File: config.mk
export PLATFORM = sky130hd
export DESIGN_NAME = jr_redirect_unit
export DESIGN_NICKNAME = d
export VERILOG_FILES = /design/src/rtl/jr_redirect_unit.sv
export SDC_FILE = /design/constraint.sdc
export NUM_CORES = 1
export LEC_CHECK = 0
export ABC_AREA = 1
export BUFFER_PORTS_ARGS = -buffer_cell sky130_fd_sc_hd__buf_4
export CELL_PAD_IN_SITES_DETAIL_PLACEMENT = 0
export CELL_PAD_IN_SITES_GLOBAL_PLACEMENT = 1
export CORE_UTILIZATION = 31
export DETAILED_ROUTE_END_ITERATION = 12
export PLACE_DENSITY_LB_ADDON = 0.1
export RECOVER_POWER = 25
export SLEW_MARGIN = 20
export SYNTH_ARGS = -nofsm -noshare
export SYNTH_HDL_FRONTEND = slang
export SYNTH_SLANG_ARGS = --single-unit
File: constraint.sdc
create_clock -name clk -period 1.1 [get_ports clk]
set_input_delay 0.22 -clock clk [delete_from_list [all_inputs] [get_ports clk]]
set_output_delay 0.22 -clock clk [all_outputs]
set_load 0.02 [all_outputs]
File: src/rtl/jr_redirect_unit.sv
// Jump-register redirect unit.
// Waits for the rs operand, latches the jump target, and steers the PC mux.
// It also flushes the two wrong-path IF/ID slots that follow the JR.
//
//  state     | meaning
//  ----------+------------------------------------------------------------
//  IDLE      | no JR in flight; a new JR is accepted only here
//  WAIT_OPND | JR decoded, rs not yet forwarded; PC and IF/ID held
//  REDIRECT  | target latched; PC loads it at the next edge, slot 1 flushed
//  FLUSH     | second wrong-path slot flushed; held jr_valid is ignored
module jr_redirect_unit #(
    parameter int ADDR_W   = 32,
    parameter int MAX_WAIT = 3,
    parameter int CNT_W    = 8
) (
    input  logic              clk,
    input  logic              rst_n,
    input  logic              jr_valid,
    input  logic [ADDR_W-1:0] rs_value,
    input  logic              rs_ready,
    input  logic              ex_flush_in,
    output logic              pc_sel,
    output logic [ADDR_W-1:0] pc_target,
    output logic              flush_ifid,
    output logic              stall_pc,
    output logic              busy,
    output logic              misalign,
    output logic              timeout,
    output logic [CNT_W-1:0]  jr_count
);

    typedef enum logic [1:0] {
        IDLE      = 2'd0,
        WAIT_OPND = 2'd1,
        REDIRECT  = 2'd2,
        FLUSH     = 2'd3
    } state_t;

    // The operand wait runs as a down-counter: it is loaded with MAX_WAIT-1
    // on entry to WAIT_OPND, and the wait gives up when it reaches zero.
    localparam logic [3:0] WAIT_LOAD = 4'(MAX_WAIT - 1);

    state_t     state;
    logic [3:0] wait_left;
    logic       redir_q;
    logic       flush_q;
    logic       stall_q;
    logic       busy_q;
    logic       take;

    // The operand is available for a JR that can be taken this cycle; an older flush vetoes it.
    assign take = ~ex_flush_in & rs_ready &
                  (((state == IDLE) & jr_valid) | (state == WAIT_OPND));

    // Sequencer: next state, registered Moore outputs, target latch, and sticky flags.
    always_ff @(posedge clk or negedge rst_n) begin
        if (!rst_n) begin
            state     <= IDLE;
            wait_left <= 4'd0;
            redir_q   <= 1'b0;
            flush_q   <= 1'b0;
            stall_q   <= 1'b0;
            busy_q    <= 1'b0;
            pc_target <= '0;
            misalign  <= 1'b0;
            timeout   <= 1'b0;
            jr_count  <= '0;
        end else begin
            // Default: fall back to IDLE. This is also the whole effect of ex_flush_in.
            state     <= IDLE;
            wait_left <= 4'd0;
            redir_q   <= 1'b0;
            flush_q   <= 1'b0;
            stall_q   <= 1'b0;
            busy_q    <= 1'b0;

            if (take) begin
                pc_target <= {rs_value[ADDR_W-1:2], 2'b00};
                misalign  <= misalign | (|rs_value[1:0]);
                state     <= REDIRECT;
                redir_q   <= 1'b1;
                flush_q   <= 1'b1;
                busy_q    <= 1'b1;
            end else if (!ex_flush_in) begin
                unique case (state)
                    IDLE: begin
                        if (jr_valid) begin
                            state     <= WAIT_OPND;
                            wait_left <= WAIT_LOAD;
                            stall_q   <= 1'b1;
                            busy_q    <= 1'b1;
                        end
                    end
                    WAIT_OPND: begin
                        if (wait_left == 4'd0) begin
                            timeout <= 1'b1;
                        end else begin
                            state     <= WAIT_OPND;
                            wait_left <= wait_left - 4'd1;
                            stall_q   <= 1'b1;
                            busy_q    <= 1'b1;
                        end
                    end
                    REDIRECT: begin
                        jr_count <= jr_count + CNT_W'(1);
                        state    <= FLUSH;
                        flush_q  <= 1'b1;
                        busy_q   <= 1'b1;
                    end
                    FLUSH: begin
                        state <= IDLE;
                    end
                    default: begin
                        state <= IDLE;
                    end
                endcase
            end
        end
    end

    // An older flush cancels the PC load during the same cycle. The remaining outputs follow the state directly.
    always_comb begin
        pc_sel     = redir_q & ~ex_flush_in;
        flush_ifid = flush_q;
        stall_pc   = stall_q;
        busy       = busy_q;
    end

endmodule

Word level (Yosys, flattened, before mapping):

Index checks and enable logic that the tools add are counted.

* output and inout bits: 46
* register bits after elaboration: 50

* bitwise gates (word level): 8
* eq/ne operators: 3
* add/sub/neg operators: 2
* muxes and demuxes: 22
* reductions and logical operators: 5

Operators by type and width (number)
* 2-to-1 mux 1 bit: 12
* 2-to-1 mux 4 bit: 3
* adder 8 x 1 -> 8 bit, second input constant: 1
* case mux 2 bit (4 select lines): 1
* case mux 4 bit (2 select lines): 1
* 2-to-1 mux 2 bit: 3
* bitwise AND 1 bit: 4
* == test 2 bit, second input constant: 2
* logical NOT 4 bit: 1
* AND reduction 4 bit: 1
* subtractor 4 x 1 -> 4 bit, second input constant: 1
* case mux 1 bit (3 select lines): 1
* AND reduction 3 bit: 1
* == test 2 x 1 -> 1 bit, second input constant: 1
* logical NOT 2 bit: 1
* inverter 1 bit: 2
* OR 1 bit: 2
* case mux 1 bit (2 select lines): 1
* OR reduction 2 bit: 1

Logic depth before layout (Yosys ltp):

Gate-level depths: netlist of run 1.

* depth after elaboration: 6
* gate-level depth with buffers: 8
* gate-level depth less buffers: 7

Least setup slack after synthesis of run 1:

No wires, ideal clock.

* path type: reg2reg
* start point: register jr_count[2]
* end point: register jr_count[5]
* stages on the path, launching flop included: 5
* buffers on the path: 0
* data arrival time: 0.981 ns
* path slack: -0.012 ns
* cell sequence: dfrtp_1 > nand3_1 > nor2_1 > nand2_1 > xnor2_1

* longest elaborated chain between the ends: 1

RTL lines
* from (decl): line 29 `output logic [CNT_W-1:0] jr_count`
* from (signal assigned): line 105 `jr_count <= jr_count + CNT_W'(1);`
* adder 8 x 1 -> 8 bit: line 105

Every way passes these cells.
A chain may end at the register's enable or synchronous reset.

Worst setup path after layout of run 1:

* start point: register jr_count[2]
* end point: output port jr_count[2]

No word-level cell between the ends.

==> results of run 1 <==
## worst max-delay path, cell delays in order (launching register included)
cell and delay, ns:
dfrtp_2 0.42, buf_6 0.12, buf_6 0.12
## cells by family after synthesis
| logic type | synth area share (%) |
|---|---|
| buffers and inverters | 7.291 |
| flip-flops | 59.28 |
| AO/OA/AOI/OAI | 1.008 |
| other | 0.1777 |
| XOR/XNOR | 2.490 |
| AND/OR/NAND/NOR | 27.98 |
| adder cells (fa/ha/maj) | 1.778 |
## synthesized netlist by cell type (all sizes together)
| library cell | instances | area (um^2) |
|---|---|---|
| buf | 9 | 86.32 |
| conb | 1 | 3.750 |
| dfrtp | 50 | 1251 |
| ha | 3 | 37.54 |
| inv | 18 | 67.57 |
| nand2 | 119 | 454.2 |
| nand3 | 8 | 50.05 |
| nand4 | 4 | 31.28 |
| nor2 | 14 | 55.06 |
| o21ai | 2 | 10.01 |
| o21bai | 1 | 11.26 |
| xnor2 | 3 | 26.28 |
| xor2 | 3 | 26.28 |
## routing by layer
| layer | GRT usage [%] | share of wire (%) | vias to the layer above |
|---|---|---|---|
| met5 | 0 | 0 | - |
| met4 | 4.622 | 1.2 | 0 |
| met3 | 5.015 | 5.8 | 8 |
| met2 | 24.61 | 49 | 46 |
| met1 | 20.16 | 44 | 903 |
| li1 | - | - | 960 |
## power breakdown
part           switching [mW]  leakage [nW]  internal [mW]
Combinational            1.37          1.40           1.50
Clock                   0.601        0.0524          0.681
Sequential              0.313         0.624           2.24
Total                    2.29          2.08           4.42
## worst max path at each step
stage,start,endpoint,slack [ns],depth (start not counted)
global route,state[1],pc_target[25],-0.14,8
detailed placement,state[1],pc_target[24],-0.07,8
floorplan,state[1],pc_target[25],-0.007,8
finish,jr_count[2],jr_count[2],-0.08,2
global placement,state[1],pc_target[6],-0.04,8
CTS,jr_count[2],jr_count[2],-0.09,2
## repair_timing
| action | in CTS | in global routing |
|---|---|---|
| pin swaps | 5 | 31 |
| gates resized for setup | 21 | 118 |
| hold buffers | 1 | 0 |
| endpoints found under the hold margin | 19 | 0 |
| gates cloned | 1 | 2 |
| setup buffers | 10 | 15 |
| setup endpoints to repair | 50 | 83 |
## registers in the layout, summed over array words and instances, names as in the netlist
| register | count |
|---|---|
| pc_target | 30 |
| jr_count | 8 |
| wait_left | 4 |
| state | 2 |
| busy | 1 |
| flush_ifid | 1 |
| misalign | 1 |
| redir_q | 1 |
| stall_pc | 1 |
| timeout | 1 |
## final cells by class
cell class              instances  area share (%)
flip-flops and latches         50           33.23
repair buffers                129           32.11
inverters                      18           1.990
clock inverters                 1          0.7960
multi-input cells             159           27.30
clock buffers                   7           2.023
well taps                      77           2.554
## per-stage QoR
step           area (um^2)  TNS [ns]  setup WS (ns)  std cells  total power [mW]
6_report              3772    -1.694       -0.07924        441             6.706
4_1_cts               3186   -0.6004       -0.08709        424             6.138
3_3_place_gp          2903    -1.016       -0.04224        404             4.548
3_5_place_dp          2903    -1.618       -0.06821        404             4.554
2_1_floorplan         2117   -0.1519      -0.007306        236             3.538
5_1_grt               3772    -4.944        -0.1424        441             7.087
==> impl_metrics.json, run 1 <==
{
  "cellLeakagePower_nw": 2.079,
  "critPathMaxFanout": 2,
  "finalWirelength_mm": 5.611,
  "insertedDiodeCount": 0,
  "timing.hold.ws_ns": 0.1013,
  "clock_path_buffers": 2,
  "maximum_number_of_pins_on_one_net_before_global_route_repair": 24,
  "setup_slack_of_the_most_critical_reg_to_reg_path_ns": -0.08,
  "detail_route.iter0.violations": 55,
  "layout_min_cycle_time_ns": 1.179,
  "end_kind": "output port",
  "ys.warnings.count": 0,
  "floorplan.die_area_mm2": 0.007143,
  "final_layout_size_suffix_gt1_share_pct": 57.69,
  "netlist_area_mm2": 0.002111,
  "worstHoldPathType": "input port to register",
  "num_vias": 1917,
  "timing_max_transition_violations_final": 0,
  "ys_ff_latch": 50,
  "antenna_left": 0,
  "grt_util_all_layers_pct": 15.46,
  "number_of_antenna_violations_at_the_first_check_in_global_routing": 0,
  "mostFrequentLayoutCells": "81 x buf_4, 70 x nand2_1, 48 x dfrtp_1, 40 x buf_6, 31 x nand2_2",
  "ctsRootBufferMaster": "clkbuf_8",
  "final.period_utilization_pct": 107.2,
  "finish.net_count": 403,
  "drt_pre_antenna_iters": 8,
  "wl_per_cell_um": 12.72,
  "port_buffers": 80,
  "synth_seq_area_share_pct": 59.28,
  "area_taken_by_multi_input_logic_gates_mm2": 0.001030,
  "finish.utilization_pct": 58.41,
  "vdd_drop_max_uv": 853.8,
  "p_per_area_mw_per_mm2": 1778,
  "synth.distinct_cells": 21,
  "postLayoutSetupSlackWorst_ns": -0.07924,
  "grt_overflow": 0,
  "worst_hold_path.num_cells": 3,
  "post-route-drc-count": 6,
  "mostFrequentLayoutCell": "buf_4",
  "wire_length_of_the_first_global_routing_pass_mm": 8.597,
  "worst_margin_pin_slew_ns": 0.5754,
  "timing.slew.headroom_pct": 61.64,
  "maximum_achievable_frequency_mhz": 848.0,
  "timing.critical_path.required_ns": 0.88,
  "io_pins": 83,
  "synth.avg_cell_area_um2": 8.982,
  "fillCellCount": 571,
  "fp.dieW_um": 84.52,
  "failed_checks": "DRC, setup timing",
  "critPathKind": "register to output port",
  "numCtsBuffers": 5,
  "timing.reg2reg.worst_path_depth": 8,
  "final-hold-violation-count": 0,
  "core.rowCount": 29,
  "globalplace.congestion": 0.7517,
  "htreeDepth": 2,
  "holdCritStartpoint": "rs_value[10]",
  "final.setup_skew_ns": 0.006165,
  "synthesis_to_layout_area_growth_pct": 78.72,
  "number_of_maximum_capacitance_violations": 0,
  "grt_setup_unrepaired": "true",
  "dp_hpwl_mm": 3.431,
  "drt-vias-per-instance": 4.347,
  "critPathArrivalTime_ns": 0.96,
  "die_height_um": 84.52,
  "cts_sinks": 50,
  "report.final.setup_viol": 44,
  "run_status": "complete, but fails checks",
  "fp.coreArea_mm2": 0.006459,
  "hold-path-endpoint": "pc_target[10]",
  "endpoint_of_the_worst_register_to_register_path": "pc_target[25]",
  "postSynthCellCount": 235,
  "worst_setup_path_start_kind": "register",
  "clock_insertion_delay_worst_skew_ns": 0.30,
  "seq_area_mm2": 0.001254,
  "first_global_vias": 1813,
  "cts_tree": "yes",
  "worst_setup_hold_path_clk_slew_ns": 0.09,
  "r2r_start": "state[1]",
  "starting_density_pct": 32.68
}
Note: power is estimated with default switching activity, not from simulation.
==> run 2, diff against run 1 <==
--- a/config.mk
+++ b/config.mk
@@ -6,12 +6,13 @@
 export NUM_CORES = 1
 export LEC_CHECK = 0
 export ABC_AREA = 1
-export BUFFER_PORTS_ARGS = -buffer_cell sky130_fd_sc_hd__buf_4
+export BUFFER_PORTS_ARGS = -buffer_cell sky130_fd_sc_hd__clkbuf_2
 export CELL_PAD_IN_SITES_DETAIL_PLACEMENT = 0
 export CELL_PAD_IN_SITES_GLOBAL_PLACEMENT = 1
 export CORE_UTILIZATION = 31
+export CTS_CLUSTER_DIAMETER = 150
 export DETAILED_ROUTE_END_ITERATION = 12
-export PLACE_DENSITY_LB_ADDON = 0.1
+export PLACE_DENSITY = 0.74
 export RECOVER_POWER = 25
 export SLEW_MARGIN = 20
 export SYNTH_ARGS = -nofsm -noshare
==> impl_metrics.json, run 2 (synthesis gave the netlist of run 1 again) <==
{
  "run_status": "complete, but fails checks",
  "failed_checks": "DRC, setup timing",
  "crit_path_cell_trace": "inv_2, nand2_2, nand2_2, nand2_4, buf_8, buf_8, nand4_4, nor2_2",
  "finish.utilization_pct": 52.73,
  "finalWirelength_mm": 5.377,
  "htreeDepth": 2,
  "fin_total_pwr_mw": 6.419,
  "critPathMaxFanout": 6,
  "grt_setup_unrepaired": "true",
  "first_global_vias": 1731,
  "numCtsBuffers": 5,
  "endpoint_of_the_worst_register_to_register_path": "wait_left[2]",
  "largest_registers": "pc_target x30, jr_count x8, wait_left x4",
  "antenna_left": 0,
  "detail_route.iter0.violations": 90,
  "clock_insertion_delay_worst_skew_ns": 0.30,
  "fillCellCount": 599,
  "setup_slack_of_the_most_critical_reg_to_reg_path_ns": -0.12,
  "fp.coreArea_mm2": 0.006459,
  "seq_area_mm2": 0.001254,
  "timing.reg2reg.worst_path_depth": 8,
  "port_buffers": 80,
  "final.period_utilization_pct": 110.7,
  "drt-vias-per-instance": 4.317,
  "timing.critical_path.slowest_cell_delay_ns": 0.40,
  "final-hold-violation-count": 0,
  "finish.net_count": 402,
  "maximum_number_of_pins_on_one_net_before_global_route_repair": 51,
  "maximum_achievable_frequency_mhz": 821.5,
  "pre_cts_ws_ns": -0.05976,
  "final_layout_size_suffix_gt1_share_pct": 51.38,
  "timing.critical_path.required_ns": 1.29,
  "area_taken_by_multi_input_logic_gates_um2": 848.3,
  "insertedDiodeCount": 0,
  "total_negative_slack_for_setup_checks_ns": -3.662,
  "worst_hold_path.num_cells": 3,
  "cellLeakagePower_nw": 1.889,
  "number_of_maximum_capacitance_violations": 0,
  "floorplan.die_area_mm2": 0.007143,
  "report.final.setup_viol": 51,
  "mostFrequentLayoutCells": "85 x nand2_1, 50 x clkbuf_2, 48 x dfrtp_1, 33 x buf_4, 31 x nand2_2",
  "starting_density_pct": 32.68,
  "final.setup_skew_ns": 0.005176,
  "cts_tree": "yes",
  "dp_hpwl_mm": 3.290,
  "postPlaceCellArea_mm2": 0.002680,
  "mostFrequentLayoutCell": "nand2_1",
  "io_pins": 83,
  "globalplace.congestion": 0.7793,
  "critPathKind": "register to register",
  "holdCritStartpoint": "rs_value[22]",
  "timing_max_transition_violations_final": 0,
  "r2r_start": "state[1]",
  "worstHoldPathType": "input port to register",
  "wl_per_cell_um": 12.25,
  "largest_reg_flops": 30,
  "die_height_um": 84.52,
  "drt_pre_antenna_iters": 11,
  "postLayoutSetupSlackWorst_ns": -0.1173,
  "layout_min_cycle_time_ns": 1.217,
  "p_per_area_mw_per_mm2": 1885,
  "cts_sinks": 50,
  "critPathArrivalTime_ns": 1.41,
  "worst_setup_hold_path_clk_slew_ns": 0.09,
  "wire_length_of_the_first_global_routing_pass_mm": 8.487,
  "number_of_antenna_violations_at_the_first_check_in_global_routing": 0,
  "grt_overflow": 0,
  "fp.dieW_um": 84.52,
  "ctsRootBufferMaster": "clkbuf_8",
  "synthesis_to_layout_area_growth_pct": 61.35,
  "clock_path_buffers": 2,
  "vdd_drop_max_uv": 828.6,
  "num_vias": 1895,
  "core.rowCount": 29,
  "hold-path-endpoint": "pc_target[22]",
  "end_kind": "register",
  "post-route-drc-count": 10,
  "grt_util_all_layers_pct": 14.99,
  "stdcell_area_mm2": 0.003406,
  "worst_setup_path_start_kind": "register",
  "crit_slowest_cell": "dfrtp_1",
  "top_register": "pc_target"
}
-- run 2: metrics by stage --
step	cells	hold WS [ns]
after floorplan	236	-0.07559
after CTS	421	0.09794
final	439	0.1100
after global placement	401	0.2374
after global routing	439	0.1035
after detailed placement	401	0.2384
-- run 2: worst max-delay path, delay by kind of cell, from the launching register on --
kind                   cells  cell delay, ns
buffers and inverters      3            0.38
flip-flops                 1            0.40
AND/OR/NAND/NOR            5            0.34
-- run 2: how the worst max path moves through the flow --
stage	slack (ns)	startpoint	end	cells after the start
global route	-0.17	state[1]	pc_target[22]	8
detailed placement	-0.06	state[1]	pc_target[26]	8
floorplan	-0.007	state[1]	pc_target[25]	8
global placement	-0.06	wait_left[0]	wait_left[1]	7
finish	-0.12	state[1]	wait_left[2]	8
CTS	-0.12	redir_q	pc_sel	3
-- run 2: final cells by class --
class / instances / area share [%]
Tap cell: 77 / 2.829
Multi-Input combinational cell: 159 / 24.91
Sequential cell: 50 / 36.81
Clock inverter: 1 / 0.8817
Timing Repair Buffer: 128 / 29.94
Clock buffer: 6 / 2.425
Inverter: 18 / 2.204
-- run 2: layer usage --
layer | wire [um] | up-vias | track usage (%)
met4 | 44 | 0 | 4.160
met3 | 255 | 5 | 3.736
met1 | 2437 | 885 | 20.79
met2 | 2640 | 49 | 23.43
li1 | - | 956 | -
met5 | 0 | - | 0
-- run 2: repair_timing --
action,CTS,global route
pin swaps,18,5
endpoints found under the setup margin,51,79
hold buffers,1,0
buffers inserted,10,19
hold endpoints to repair,50,0
gates resized for setup,51,88
cloned,3,0
-- run 2: report_power, final --
group	internal, mW	switching, mW	total (mW)	leakage, nW
Sequential	2.24	0.322	2.57	0.624
Combinational	1.29	1.26	2.55	1.21
Clock	0.728	0.577	1.31	0.0573
